[src/rtl/tpg_pkg.sv]
// Shared types and constants for the test-pattern generator.
package tpg_pkg;

  typedef enum logic [2:0] {
    SOLID = 3'd0,
    BARS  = 3'd1,
    RAMP  = 3'd2,
    CHECK = 3'd3
  } tpg_mode_e;

  localparam int unsigned NUM_BARS = 8;

  // Colour-bar on/off table {R,G,B}: white, yellow, cyan, green, magenta, red, blue, black.
  localparam logic [2:0] BAR_RGB [NUM_BARS] = '{
    3'b111, 3'b110, 3'b011, 3'b010, 3'b101, 3'b100, 3'b001, 3'b000
  };

endpackage

[src/rtl/tpg_timing.sv]
// Raster timing: h/v counters, sync and active flags, active-area coordinates.
// The frame-end flag port exists only when TPG_SCROLL_EN is defined.
module tpg_timing #(
  parameter int unsigned H_ACT  = 640,
  parameter int unsigned H_FP   = 16,
  parameter int unsigned H_SYNC = 96,
  parameter int unsigned H_BP   = 48,
  parameter int unsigned V_ACT  = 480,
  parameter int unsigned V_FP   = 10,
  parameter int unsigned V_SYNC = 2,
  parameter int unsigned V_BP   = 33,
  localparam int unsigned H_TOT = H_SYNC + H_BP + H_ACT + H_FP,
  localparam int unsigned V_TOT = V_SYNC + V_BP + V_ACT + V_FP,
  localparam int unsigned HW    = $clog2(H_TOT),
  localparam int unsigned VW    = $clog2(V_TOT)
) (
  input  logic          px_clk,
  input  logic          sys_rst,
  input  logic          en,
  output logic          hs_c,
  output logic          vs_c,
  output logic          act_c,
  output logic          sof_c,
  output logic          fstart_c,
  output logic [HW-1:0] x_c,
  output logic [VW-1:0] y_c
`ifdef TPG_SCROLL_EN
  ,
  output logic          fend_c
`endif
);

  localparam int unsigned H_START = H_SYNC + H_BP;
  localparam int unsigned H_END   = H_START + H_ACT;
  localparam int unsigned V_START = V_SYNC + V_BP;
  localparam int unsigned V_END   = V_START + V_ACT;

  logic [HW-1:0] hcnt;
  logic [VW-1:0] vcnt;
  logic          h_last;
  logic          v_last;

  assign h_last = (32'(hcnt) == H_TOT - 1);
  assign v_last = (32'(vcnt) == V_TOT - 1);

  // Counters sit at the frame origin whenever the generator is disabled.
  always_ff @(posedge px_clk or posedge sys_rst) begin
    if (sys_rst) begin
      hcnt <= '0;
      vcnt <= '0;
    end else if (!en) begin
      hcnt <= '0;
      vcnt <= '0;
    end else if (h_last) begin
      hcnt <= '0;
      vcnt <= v_last ? '0 : vcnt + VW'(1);
    end else begin
      hcnt <= hcnt + HW'(1);
    end
  end

  assign hs_c     = en && (32'(hcnt) < H_SYNC);
  assign vs_c     = en && (32'(vcnt) < V_SYNC);
  assign act_c    = en && (32'(hcnt) >= H_START) && (32'(hcnt) < H_END)
                       && (32'(vcnt) >= V_START) && (32'(vcnt) < V_END);
  assign sof_c    = act_c && (32'(hcnt) == H_START) && (32'(vcnt) == V_START);
  assign fstart_c = (hcnt == '0) && (vcnt == '0);
  assign x_c      = hcnt - HW'(H_START);
  assign y_c      = vcnt - VW'(V_START);

`ifdef TPG_SCROLL_EN
  assign fend_c   = en && h_last && v_last;
`endif

endmodule

[src/rtl/tpg_param.sv]
// Parametrised video test-pattern generator: raster timing plus registered RGB pattern stage.
// Define TPG_SCROLL_EN to scroll all patterns left by one pixel per frame.
module tpg_param
  import tpg_pkg::*;
#(
  parameter int unsigned H_ACT    = 640,
  parameter int unsigned H_FP     = 16,
  parameter int unsigned H_SYNC   = 96,
  parameter int unsigned H_BP     = 48,
  parameter int unsigned V_ACT    = 480,
  parameter int unsigned V_FP     = 10,
  parameter int unsigned V_SYNC   = 2,
  parameter int unsigned V_BP     = 33,
  parameter int unsigned SYNC_POL = 0,
  parameter int unsigned DW       = 8,
  parameter int unsigned CHK_LOG2 = 5
) (
  input  logic            px_clk,
  input  logic            sys_rst,
  input  logic            en,
  input  logic [2:0]      mode_i,
  input  logic [3*DW-1:0] solid_i,
  output logic            vsync_o,
  output logic            hsync_o,
  output logic            dval_o,
  output logic            sof_o,
  output logic [DW-1:0]   rdata_o,
  output logic [DW-1:0]   gdata_o,
  output logic [DW-1:0]   bdata_o
);

  localparam int unsigned H_TOT = H_SYNC + H_BP + H_ACT + H_FP;
  localparam int unsigned V_TOT = V_SYNC + V_BP + V_ACT + V_FP;
  localparam int unsigned HW    = $clog2(H_TOT);
  localparam int unsigned VW    = $clog2(V_TOT);
  localparam int unsigned BAR_W = (H_ACT / NUM_BARS > 0) ? H_ACT / NUM_BARS : 1;
  localparam int unsigned PW    = $clog2(BAR_W) + 1;
  localparam logic        SP    = 1'(SYNC_POL);

  logic            hs_c, vs_c, act_c, sof_c, fstart_c;
  logic [HW-1:0]   x_c, xs_c, offset;
  logic [HW:0]     xsum_c;
  logic [VW-1:0]   y_c;
  logic [3:0]      bar_q, off_bar;
  logic [PW-1:0]   pib_q, off_pib;
  logic [2:0]      bar_on_c;
  logic            chk_c;
  logic [3*DW-1:0] pix_c, solid_q;
  tpg_mode_e       mode_q;
`ifdef TPG_SCROLL_EN
  logic            fend_c;
`endif

  // Advance a {bar index, pixel-in-bar} position by one pixel; index 8 is the black tail.
  function automatic logic [PW+3:0] bar_step(input logic [3:0] b, input logic [PW-1:0] p);
    if (32'(p) == BAR_W - 1)
      return {(b == 4'(NUM_BARS)) ? b : b + 4'd1, PW'(0)};
    return {b, p + PW'(1)};
  endfunction

  tpg_timing #(
    .H_ACT  (H_ACT),
    .H_FP   (H_FP),
    .H_SYNC (H_SYNC),
    .H_BP   (H_BP),
    .V_ACT  (V_ACT),
    .V_FP   (V_FP),
    .V_SYNC (V_SYNC),
    .V_BP   (V_BP)
  ) u_timing (
    .px_clk   (px_clk),
    .sys_rst  (sys_rst),
    .en       (en),
    .hs_c     (hs_c),
    .vs_c     (vs_c),
    .act_c    (act_c),
    .sof_c    (sof_c),
    .fstart_c (fstart_c),
    .x_c      (x_c),
    .y_c      (y_c)
`ifdef TPG_SCROLL_EN
    ,
    .fend_c   (fend_c)
`endif
  );

  // Pattern selection is frozen for the whole frame.
  always_ff @(posedge px_clk or posedge sys_rst) begin
    if (sys_rst) begin
      mode_q  <= SOLID;
      solid_q <= '0;
    end else if (fstart_c) begin
      mode_q  <= tpg_mode_e'(mode_i);
      solid_q <= solid_i;
    end
  end

`ifdef TPG_SCROLL_EN
  // Per-frame x offset, with its bar position tracked alongside to avoid a divider.
  always_ff @(posedge px_clk or posedge sys_rst) begin
    if (sys_rst) begin
      offset  <= '0;
      off_bar <= '0;
      off_pib <= '0;
    end else if (!en) begin
      offset  <= '0;
      off_bar <= '0;
      off_pib <= '0;
    end else if (fend_c) begin
      if (32'(offset) == H_ACT - 1) begin
        offset  <= '0;
        off_bar <= '0;
        off_pib <= '0;
      end else begin
        offset             <= offset + HW'(1);
        {off_bar, off_pib} <= bar_step(off_bar, off_pib);
      end
    end
  end
`else
  assign offset  = '0;
  assign off_bar = '0;
  assign off_pib = '0;
`endif

  assign xsum_c = {1'b0, x_c} + {1'b0, offset};
  assign xs_c   = (32'(xsum_c) >= H_ACT) ? HW'(32'(xsum_c) - H_ACT) : HW'(xsum_c);

  // Bar position of the current pixel; reloaded from the frame offset outside the active area.
  always_ff @(posedge px_clk or posedge sys_rst) begin
    if (sys_rst) begin
      bar_q <= '0;
      pib_q <= '0;
    end else if (!act_c) begin
      bar_q <= off_bar;
      pib_q <= off_pib;
    end else if (32'(xs_c) == H_ACT - 1) begin
      bar_q <= '0;
      pib_q <= '0;
    end else begin
      {bar_q, pib_q} <= bar_step(bar_q, pib_q);
    end
  end

  assign bar_on_c = (bar_q < 4'(NUM_BARS)) ? BAR_RGB[bar_q[2:0]] : 3'b000;
  assign chk_c    = 1'(xs_c >> CHK_LOG2) ^ 1'(y_c >> CHK_LOG2);

  always_comb begin
    pix_c = '0;
    case (mode_q)
      SOLID:   pix_c = solid_q;
      BARS:    pix_c = {{DW{bar_on_c[2]}}, {DW{bar_on_c[1]}}, {DW{bar_on_c[0]}}};
      RAMP:    pix_c = {3{DW'(xs_c)}};
      CHECK:   pix_c = {(3*DW){chk_c}};
      default: pix_c = '0;
    endcase
  end

  // Output register stage: one clock behind the counters, all outputs aligned.
  always_ff @(posedge px_clk or posedge sys_rst) begin
    if (sys_rst) begin
      hsync_o <= ~SP;
      vsync_o <= ~SP;
      dval_o  <= 1'b0;
      sof_o   <= 1'b0;
      rdata_o <= '0;
      gdata_o <= '0;
      bdata_o <= '0;
    end else begin
      hsync_o <= hs_c ? SP : ~SP;
      vsync_o <= vs_c ? SP : ~SP;
      dval_o  <= act_c;
      sof_o   <= sof_c;
      rdata_o <= act_c ? pix_c[3*DW-1 -: DW] : '0;
      gdata_o <= act_c ? pix_c[2*DW-1 -: DW] : '0;
      bdata_o <= act_c ? pix_c[DW-1:0]       : '0;
    end
  end

endmodule

[config.mk]
export PLATFORM = sky130hd
export DESIGN_NAME = tpg_param
export DESIGN_NICKNAME = d
export VERILOG_FILES = /design/src/rtl/tpg_pkg.sv /design/src/rtl/tpg_timing.sv /design/src/rtl/tpg_param.sv
export SDC_FILE = /design/constraint.sdc
export NUM_CORES = 1
export LEC_CHECK = 0
export CAP_MARGIN = 20
export CELL_PAD_IN_SITES_DETAIL_PLACEMENT = 2
export CELL_PAD_IN_SITES_GLOBAL_PLACEMENT = 2
export CORE_UTILIZATION = 39
export CTS_CLUSTER_DIAMETER = 50
export DETAILED_ROUTE_END_ITERATION = 10
export PLACE_DENSITY = 0.91
export SYNTH_ARGS = -nofsm -noshare
export SYNTH_HDL_FRONTEND = slang
export SYNTH_SLANG_ARGS = --single-unit
[constraint.sdc]
create_clock -name px_clk -period 7.3 [get_ports px_clk]
set_clock_uncertainty 0.05 [all_clocks]
set_input_delay 2.19 -clock px_clk [delete_from_list [all_inputs] [get_ports px_clk]]
set_output_delay 2.19 -clock px_clk [all_outputs]
set_load 0.05 [all_outputs]
### Word-level counts from Yosys, hierarchy flattened

Memories as Yosys holds them, arrays and structs flattened.
Index checks and enable logic that the tools add are counted.
W data, S select, Z words.

* bits in registers: 87
* output and inout port bits: 28
* word-level logic and storage cells: 83
* memory bits (read-only): 24
* memories: 1

* bitwise operators: 2
* reductions and logical operators: 13
* $lt $le $gt $ge: 9
* multiplexer cells: 25
* add/sub/neg operators: 7
* equal/unequal tests: 13

Memories
* (name not given): words 8, bits a word 3, read ports 1, clocked after memory_dff 0, write ports 0, RTL line tpg_param.sv:145 `assign bar_on_c = (bar_q < 4'(NUM_BARS)) ? BAR_RGB[bar_q[2:0]] : 3'b000;`

Operator list (number)
* $pmux W24 S4: 1
* $mux W10: 6
* $mux W8: 5
* $eq A10 B10 Y1 const B: 3
* $mux W12: 2
* $add A10 B1 Y10 const B: 2
* $logic_not A10 Y1: 2
* $lt A10 B10 Y1 const B: 2
* $mux W4: 3
* $eq A10 B6 Y1 const B: 1
* $eq A10 B8 Y1 const B: 1
* $ge A10 B10 Y1 const B: 1
* $ge A10 B6 Y1 const B: 1
* $ge A10 B8 Y1 const B: 1
* $lt A10 B2 Y1 const B: 1
* $lt A10 B7 Y1 const B: 1
* $sub A10 B10 Y10 const B: 1
* $sub A10 B8 Y10 const B: 1
* $logic_and A1 B1 Y1: 9
* $mux W3: 3
* $add A8 B1 Y8 const B: 1
* $eq A8 B7 Y1 const B: 1
* $eq A3 B2 Y1 const B: 2
* $sub A6 B6 Y6 const B: 1
* other kinds (13): 17

### Depth between registers and ports, before layout

Gate-level depths: netlist of run 1.

* word-level depth: 9
* gate-level depth with buffers: 10
* depth with buffers taken out: 9

### Cells and area by module

From an unflattened synthesis of run 1, not the netlist that was laid out.

* cell total of the unflattened synthesis: 421
* area total of the unflattened synthesis: 4370.4 um^2

By module, submodules not included
* tpg_param: area each 2817.7 um^2, cells each 234, times used 1
* tpg_timing: area each 1552.7 um^2, cells each 187, times used 1

### Least setup slack after synthesis of run 1

OpenSTA, ideal clock, no wires.

* path type: input port to flip-flop
* start: in en
* end: reg bdata_o[0]
* stages on the path: 6
* path slack: 4156 ps
* data arrival time: 3016 ps
* library setup time: 77 ps
* required time: 7173 ps
* cells stage by stage: o21ai_0 a221oi_4 nand2b_2 buf_6 buf_6 a21oi_1

* longest elaborated chain between the ends: 5

RTL lines
* start, declared: RTL line tpg_param.sv:20 `input logic en,`
* $logic_and A1 B1 Y1 (2 in series): RTL line tpg_timing.sv:64 `assign act_c = en && (32'(hcnt) >= H_START) && (32'(hcnt) < H_END)`
* $logic_and A1 B1 Y1 (2 in series): RTL line tpg_timing.sv:65 `&& (32'(vcnt) >= V_START) && (32'(vcnt) < V_END);`
* via act_c: RTL line tpg_param.sv:40 `logic hs_c, vs_c, act_c, sof_c, fstart_c;`
* $mux W8: RTL line tpg_param.sv:176 `bdata_o <= act_c ? pix_c[DW-1:0] : '0;`
* end signal, assigned: RTL line tpg_param.sv:176
* end, declared: RTL line tpg_param.sv:29 `output logic [DW-1:0] bdata_o`

The timed path passes the listed nets, and every way through them passes these cells.
A chain may end at the register's enable or synchronous reset.

### Final worst setup path of run 1

* start: reg vsync_o
* end: out vsync_o

RTL lines
* start, declared: RTL line tpg_param.sv:23 `output logic vsync_o,`
* start signal, assigned: RTL line tpg_param.sv:163 `vsync_o <= ~SP;`
* start signal, assigned: RTL line tpg_param.sv:171 `vsync_o <= vs_c ? SP : ~SP;`

No word-level cell between the ends.

==> results of run 1 <==
-- where the power goes --
group	leakage, nW	internal [mW]	total (mW)	switching (mW)
clock	0.0946	0.152	0.341	0.189
combinational	0.979	0.0860	0.187	0.101
sequential	1.15	0.516	0.548	0.0329
-- sequential cells by signal, indices dropped and copies added, names as in the netlist, 3 cells and up --
name / flops
bar_q: 4
bdata_o: 8
gdata_o: 8
mode_q: 3
pib_q: 8
rdata_o: 8
solid_q: 24
u_timing.hcnt: 10
u_timing.vcnt: 10
-- routing by layer --
layer,routed length (um),share of wire,track usage,vias up
met1,5670,0.44,0.314,1719
met4,334,0.026,0.110,0
met5,0,0,0,-
li1,-,-,-,1515
met2,6450,0.50,0.402,71
met3,420,0.033,0.0325,25
-- cells in the mapped netlist, types with 2 or more instances --
cell      instances
a211oi_1          4
a21oi_1          36
and2_1            3
and3_1            4
buf_2             5
buf_6             8
clkbuf_1          7
dfrtp_1          85
dfstp_2           2
ha_1             12
inv_1            12
mux2_1            3
mux2_2           14
mux2_4           10
mux2i_1           3
nand2_1          12
nand2b_1          3
nand3_1          15
nand4_1           9
nor2_1           37
nor2b_1          24
nor3_1            6
nor3_2            3
nor3_4            2
nor3b_1           7
nor4_1            2
o21ai_0          27
or3_1             3
xnor2_1           7
xor2_1           17
-- final cells by class --
type	count	area, um2
multi-input combinational	286	2020
fill	1093	5680
sequential	87	2180
clock inverter	4	28.8
timing repair buffer	60	593
tap	140	175
clock buffer	12	165
inverter	13	50.0
-- kinds of logic after synthesis --
group / Yosys count
flops: 87
simple gates: 137
xor+xnor: 24
mux: 30
compound gates: 83
fa+ha+maj: 12
buf+inv: 34
-- path summary, 6_finish.rpt --
check | startpoint | end | slack (ps) | depth (start not counted)
setup / recovery | vsync_o | vsync_o | 3370 | 1
hold / removal | solid_q[14] | solid_q[14] | 440 | 1
setup reg to reg | u_timing.hcnt[4] | pib_q[3] | 4560 | 9
hold reg to reg | solid_q[14] | solid_q[14] | 440 | 1
max in group asynchronous | sys_rst | rdata_o[6] | 3920 | 3
min in group asynchronous | sys_rst | pib_q[3] | 2120 | 2
==> results.md, run 1 <==
- Share of cells above drive strength 1: 0.134
- Syn Inst Count: 407
- Tot Pwr: 1.08 mW
- Dpl ws: 3170 ps
- CP startpoint kind: flop
- Synthesized flop and latch total: 87
- Largest family of logic cells by synthesized area: simple AND/OR/NAND/NOR gates
- Setup_tns: 0 ps
- Cts repair resizes: 0
- Final ANT Viol Nets: 0
- Max transition margin: 0.350
- Vias: 3330
- Cts bufs inserted: 9
- Initial antenna violation count: 0
- Critical Path AT: 1690 ps
- Die area: 0.0117 mm2
- WP buf/inv: 1
- HP Class: reg -> reg
- Pin count of the biggest net entering global routing: 59
- Final critical-path share of the clock period: 0.539
- Synth top area share: 0.484
- RSZ-0062 raised after global routing: false
- Hold slack: 439 ps
- DIE HEIGHT: 108 um
- Initial Util: 0.404
- Vias in the first global route: 3776
- Setup violations, final: 0
- Fin area: 0.00521 mm2
- PwrDens: 207 mW/mm2
- Root Driver: clkbuf_8
- Data required, critical path: 5060 ps
- Asr flop ratio synth: 1.00
- Worst-path clk slew: 90 ps
- Port bufs: 57
- Max_cap viols: 0
- # hold bufs at CTS: 0
- Leakage power total: 2.22 nW
- Initial DRC count: 147
- Compound-Gate Fraction of Synth Area: 0.117
- Syn Area/Cell: 10.8 um2
- Count of pins over their slew limit: 0
- Ports: 58
- Area after DPL: 0.00502 mm2
- Post-Layout Cell Count: 602
- Largest cells by area after synthesis: dfrtp_1 48%, a21oi_1 4.1%, mux2_2 3.6%
- Leading cell types in the layout, fill and taps excluded: 85 x dfrtp_1, 57 x clkdlybuf4s50_1, 37 x nor2_1
- Global route overflow: 0
- Setup ws final: 3370 ps
- CP max FO: 1
- Max VDD drop: 133 uV
- EDFF count, synth: 0
- Core box area: 0.0109 mm2
- Longest Clk Path Bufs: 2
- CTS tree: built
- Clk_lat worst skew: 380 ps
- Post-synthesis xor/xnor area fraction: 0.0478
- Fin. Hold Viols: 0
- Post-Place Cells: 586
- Gpl congestion: 0.778
- Mapped Area: 0.00440 mm2
- Worst-margin pin slew: 976 ps
- Prevailing post-synth register cell: dfrtp_1
- Final core occ: 0.479
- Outcome: finished clean
- CTS Sinks: 87
- CP cell instances: clkdlybuf4s50_1
- Yosys cell types: 55
- Max Clock Freq: 254 MHz
- Post CTS Setup Buffer Count: 0
- Gr usage total: 0.242
- Most common cell after layout, fill and taps aside: dfrtp_1
- WL/cell: 21.4 um
- Multiplexer area fraction after synthesis: 0.0845
- Number of antenna repair diodes: 0
- Endpoint type of the worst setup path: primary output
- Pre-antenna DRT Iters: 4
- Post-synthesis sequential area ratio: 0.496
- Post-Synth Simple-Gate Area: 0.176
- CP Class: reg -> out
- Max stage delay cell, worst path: clkdlybuf4s50_1
- Area Growth Syn to Fin: 18.5%
- First-pass GRT wire length: 20900 um
- DRC Markers: 0
- Synth Warn #: 0
- Drt total wl: 12900 um
- Core Rows: 38
- Nets: 499
- Clock period minus worst slack: 3930 ps
- Kind of cell adding the most delay to the critical path: buffers and inverters
- Via density: 5.53
- Die X: 108 um
- DP HPWL: 9020 um
- Worst stage delay on the critical path: 790 ps
- H-tree depth: 3
- Synth area leader: dfrtp_1
- Syn_nets: 449
- Synth Area in Adders: 0.0341
No activity file was read; power rests on OpenSTA's default activity.
==> inputs of run 2 (changes only) <==
Settings changed: CORE_UTILIZATION 39 to 36, PLACE_DENSITY 0.91 to 0.86.
Clock period 7.3 ns to 4.1 ns, I/O delays scaled along.
==> results.md, run 2 (synthesis results as in run 1) <==
- Outcome: finished clean (unchanged)
- Port bufs: 57 (unchanged)
- Pre-antenna DRT Iters: 4 (unchanged)
- Root Driver: clkbuf_16 (was clkbuf_8)
- Worst stage delay on the critical path: 790 ps (about the same)
- R2r endpoint: pib_q[6] (was pib_q[3])
- Cts bufs inserted: 9 (unchanged)
- Worst reg2reg path depth: 9 (unchanged)
- Final critical-path share of the clock period: 0.715
- H-tree depth: 3 (unchanged)
- Ports: 58 (unchanged)
- # hold bufs at CTS: 0 (unchanged)
- CP Launch Point: hsync_o (was vsync_o)
- Initial DRC count: 117 (was 147)
- Die area: 0.0127 mm2 (was 0.0117 mm2)
- Number of antenna repair diodes: 0 (unchanged)
- Vias in the first global route: 3904 (was 3776)
- Clk_lat worst skew: 350 ps (was 380 ps)
- Endpoint type of the worst setup path: primary output (unchanged)
- Data required, critical path: 2820 ps (was 5060 ps)
- Most common cell after layout, fill and taps aside: dfrtp_1 (unchanged)
- WP buf/inv: 1 (unchanged)
- Largest register FFs: 24 (unchanged)
- Pin count of the biggest net entering global routing: 63 (was 59)
- End point of the critical path: hsync_o (was vsync_o)
- Gr usage total: 0.225 (was 0.242)
- CTS Sinks: 87 (unchanged)
- Max VDD drop: 202 uV (was 133 uV)
- First-pass GRT wire length: 21700 um (was 20900 um)
- Share of cells above drive strength 1: 0.136 (was 0.134)
- CTS tree: built (unchanged)
- Highest routed layer: met4 (unchanged)
- Post CTS Setup Buffer Count: 0 (unchanged)
- Core Rows: 39 (was 38)
- DP HPWL: 8610 um (was 9020 um)
- Area after DPL: 0.00504 mm2 (was 0.00502 mm2)
- Vias: 3315 (was 3330)
- WL met1: 5570 um (was 5670 um)
- Clock period minus worst slack: 2930 ps
- Drt total wl: 13100 um (was 12900 um)
- CP cell instances: clkdlybuf4s50_1 (unchanged)
- Setup_tns: 0 ps (unchanged)
- Reg2reg setup slack: 1360 ps (was 4560 ps)
- CP max FO: 1 (unchanged)
- Max stage delay cell, worst path: clkdlybuf4s50_1 (unchanged)
- Worst-margin pin slew: 780 ps (was 976 ps)
- Via density: 5.47 (was 5.53)
- Initial antenna violation count: 0 (unchanged)
- Longest Clk Path Bufs: 2 (unchanged)
- Gpl congestion: 0.738 (was 0.778)
- Initial Util: 0.377 (was 0.404)
- Final ANT Viol Nets: 0 (unchanged)
- Critical Path AT: 1650 ps (was 1690 ps)
- Max transition margin: 0.478 (was 0.350)
- Levels on crit path: 1 (unchanged)
- Global route overflow: 0 (unchanged)
- HP Class: reg -> reg (unchanged)
- Core box area: 0.0117 mm2 (was 0.0109 mm2)
- WL/cell: 21.6 um (was 21.4 um)
- Largest regs: solid_q: 24 flops, u_timing.hcnt: 10 flops, u_timing.vcnt: 10 flops (unchanged)
- R2R Path Start: u_timing.hcnt[4] (unchanged)
- Met2 wire len: 6930 um (was 6450 um)
- Max_cap viols: 0 (unchanged)
- Most flops, register: solid_q (unchanged)
- Max Clock Freq: 341 MHz
- Die X: 113 um (was 108 um)
- RSZ-0062 raised after global routing: false (unchanged)
- CP Class: reg -> out (unchanged)
- CP startpoint kind: flop (unchanged)
- Kind of cell adding the most delay to the critical path: buffers and inverters (unchanged)
- DRC Markers: 0 (unchanged)
- Worst-path clk slew: 70 ps (was 90 ps)
- PwrDens: 410 mW/mm2 (was 207 mW/mm2)
- Leakage power total: 2.29 nW (was 2.22 nW)
- Met3 WL: 333 um (was 420 um)
- Fin area: 0.00536 mm2 (was 0.00521 mm2)
- Leading cell types in the layout, fill and taps excluded: 85 x dfrtp_1, 57 x clkdlybuf4s50_1, 37 x nor2_1 (unchanged)
- Area Growth Syn to Fin: 21.9% (was 18.5%)
- Cts repair resizes: 0 (unchanged)
- DIE HEIGHT: 113 um (was 108 um)
- Nets: 500 (was 499)
- Setup violations, final: 0 (unchanged)
- Count of pins over their slew limit: 0 (unchanged)
- Fin. Hold Viols: 0 (unchanged)
==> run 2: cell type report <==
class | count | area (um2)
clock buffer | 11 | 253
clock inverter | 5 | 63.8
fill | 1175 | 6300
inverter | 13 | 50.0
multi-input combinational | 286 | 2020
sequential | 87 | 2180
tap | 143 | 179
timing repair buffer | 61 | 613
==> run 2: power breakdown <==
part / leakage [nW] / total [mW] / switching, mW / internal, mW
Clock: 0.152 / 0.874 / 0.364 / 0.510
Sequential: 1.15 / 0.959 / 0.0399 / 0.919
Combinational: 0.988 / 0.365 / 0.208 / 0.157
Total: 2.29 / 2.20 / 0.611 / 1.59
==> run 2: through the flow <==
step           worst slack (ps)  std cells  total power [mW]   util  hold WS (ps)
2_1_floorplan               573        407              1.20      -           400
5_1_grt                    1140        606              2.29  0.459           476
6_report                   1170        606              2.20  0.459           434
3_5_place_dp                959        590              1.33  0.432           422
4_1_cts                    1160        606              2.22  0.459           438
3_3_place_gp               1080        590              1.30  0.432           412
==> run 2: per-layer routing <==
layer | up-vias | GRT usage
met5 | - | 0
li1 | 1507 | -
met1 | 1730 | 0.272
met4 | 0 | 0.0756
met2 | 60 | 0.407
met3 | 18 | 0.0356
==> run 2: worst min path at each step <==
stage | startpoint | endpoint | slack [ps] | cells past startpoint
final | solid_q[12] | solid_q[12] | 430 | 1
after detailed placement | solid_q[12] | solid_q[12] | 420 | 1
after CTS | solid_q[12] | solid_q[12] | 440 | 1
after floorplan | solid_q[12] | solid_q[12] | 400 | 1
after global placement | solid_q[8] | solid_q[8] | 410 | 1
after global routing | solid_q[14] | solid_q[14] | 480 | 1
==> inputs of run 3 (changes only) <==
Clock period 4.1 ns to 2.95 ns, I/O delays scaled along.
==> results.md, run 3 (synthesis results as in run 1) <==
- Root Driver: clkbuf_16 (unchanged)
- Kind of cell adding the most delay to the critical path: compound AO/OA/AOI/OAI gates (was buffers and inverters)
- # hold bufs at CTS: 0 (unchanged)
- Final critical-path share of the clock period: 0.924
- Max transition margin: 0.548 (was 0.478)
- PwrDens: 554 mW/mm2 (was 410 mW/mm2)
- P_sw: 824 uW (was 611 uW)
- Clk_lat worst skew: 350 ps (about the same)
- Cts bufs inserted: 9 (unchanged)
- Area Growth Syn to Fin: 21.9% (about the same)
- Setup ws final: 224 ps (was 1170 ps)
- CP startpoint kind: flop (unchanged)
- CP cell instances: inv_1, ha_1, nand2b_1, a21boi_0, nand2b_1, ha_1, a31oi_1, o31ai_4, nor3_1 (was clkdlybuf4s50_1)
- Gr usage total: 0.229 (was 0.225)
- Clock power share: 0.377 (was 0.398)
- Ports: 58 (unchanged)
- DIE HEIGHT: 113 um (unchanged)
- Global route overflow: 0 (unchanged)
- Largest register FFs: 24 (unchanged)
- Max stage delay cell, worst path: o31ai_4 (was clkdlybuf4s50_1)
- Dpl ws: 249 ps (was 959 ps)
- Worst-path clk slew: 70 ps (about the same)
- Most common cell after layout, fill and taps aside: dfrtp_1 (unchanged)
- RSZ-0062 raised after global routing: false (unchanged)
- Worst-margin pin slew: 676 ps (was 780 ps)
- Number of antenna repair diodes: 0 (unchanged)
- Max_cap viols: 0 (unchanged)
- CP Class: reg -> reg (was reg -> out)
- WP buf/inv: 1 (unchanged)
- Pin count of the biggest net entering global routing: 88 (was 63)
- Core box area: 0.0117 mm2 (unchanged)
- Vias: 3336 (was 3315)
- Pre-antenna DRT Iters: 4 (unchanged)
- Outcome: finished clean (unchanged)
- Worst stage delay on the critical path: 570 ps (was 790 ps)
- Max Clock Freq: 367 MHz
- Share of cells above drive strength 1: 0.139 (was 0.136)
- Most flops, register: solid_q (unchanged)
- Cts repair resizes: 0 (unchanged)
- HP Class: reg -> reg (unchanged)
- Longest Clk Path Bufs: 2 (unchanged)
- Initial DRC count: 143 (was 117)
- Setup violations, final: 0 (unchanged)
- Largest regs: solid_q: 24 flops, u_timing.hcnt: 10 flops, u_timing.vcnt: 10 flops (unchanged)
- Post-Place Cells: 594 (was 590)
- Area after DPL: 0.00507 mm2 (was 0.00504 mm2)
- Fin. Hold Viols: 0 (unchanged)
- Fin area: 0.00536 mm2 (about the same)
- Via density: 5.47 (about the same)
- Die area: 0.0127 mm2 (unchanged)
- H-tree depth: 3 (unchanged)
- Leading cell types in the layout, fill and taps excluded: 85 x dfrtp_1, 57 x clkdlybuf4s50_1, 37 x nor2_1 (unchanged)
- Post-Layout Cell Count: 610 (was 606)
- Initial antenna violation count: 0 (unchanged)
- Flop pwr share: 0.451 (was 0.436)
- Drt total wl: 13400 um (was 13100 um)
- Final core occ: 0.460 (was 0.459)
- Setup_tns: 0 ps (unchanged)
- WL/cell: 22.0 um (was 21.6 um)
- Reg2reg setup slack: 220 ps (was 1360 ps)
- DP HPWL: 9140 um (was 8610 um)
- Endpoint type of the worst setup path: flop (was primary output)
- Clock period minus worst slack: 2730 ps
- First-pass GRT wire length: 21600 um (was 21700 um)
- Final ANT Viol Nets: 0 (unchanged)
- Max VDD drop: 334 uV (was 202 uV)
- Core Rows: 39 (unchanged)
- Nets: 504 (was 500)
- Count of pins over their slew limit: 0 (unchanged)
- Port bufs: 57 (unchanged)
- CP max FO: 12 (was 1)
- Switching Share: 0.278 (about the same)
- CTS tree: built (unchanged)
- Vias in the first global route: 3859 (was 3904)
- Die X: 113 um (unchanged)
- DRC Markers: 0 (unchanged)
- Logic pwr share: 0.172 (was 0.166)
- Fillers: 1185 (was 1175)
- Area of the multi-input gates: 0.00202 mm2 (unchanged)
- Seq. cell area: 0.00218 mm2 (unchanged)
- Post CTS Setup Buffer Count: 0 (unchanged)
- CTS Sinks: 87 (unchanged)
- Critical Path AT: 2880 ps (was 1650 ps)
- Initial Util: 0.377 (unchanged)
- Gpl congestion: 0.787 (was 0.738)
- Data required, critical path: 3110 ps (was 2820 ps)
- Leakage power total: 2.29 nW (about the same)
- Internal power: 2.14 mW (was 1.59 mW)
run 3: worst paths after layout:
path,from,to,cells after the start
setup reg to reg,u_timing.hcnt[4],pib_q[6],9
max in group asynchronous,sys_rst,solid_q[8],3
setup / recovery,u_timing.hcnt[4],pib_q[6],9
hold reg to reg,pib_q[0],pib_q[0],1
hold / removal,pib_q[0],pib_q[0],1
min in group asynchronous,sys_rst,pib_q[2],3
run 3: power by group through the flow:
| stage | clock [mW] | combinational (mW) | sequential, mW |
|---|---|---|---|
| after floorplan | 0 | 0.336 | 1.34 |
| after global placement | 0 | 0.470 | 1.35 |
| after detailed placement | 0 | 0.502 | 1.36 |
| after CTS | 1.14 | 0.513 | 1.34 |
| after global routing | 1.19 | 0.553 | 1.34 |
| final | 1.12 | 0.511 | 1.34 |
run 3: metal layers:
layer	share of wire	track usage	up-vias
met5	0	0	-
met4	0.026	0.0924	0
met3	0.021	0.0259	21
li1	-	-	1526
met2	0.53	0.422	61
met1	0.42	0.271	1728
run 3: area by class of cell:
type | count | share of cell area
Timing Repair Buffer | 65 | 0.120
Tap cell | 143 | 0.0334
Multi-Input combinational cell | 286 | 0.377
Clock buffer | 14 | 0.0511
Inverter | 13 | 0.00980
Sequential cell | 87 | 0.407
Clock inverter | 2 | 0.00257
run 3: metrics by stage:
stage               hold WS (ps)  power (mW)
finish                       452        2.97
global placement             416        1.82
floorplan                    400        1.67
detailed placement           440        1.86
CTS                          454        2.99
global route                 473        3.09
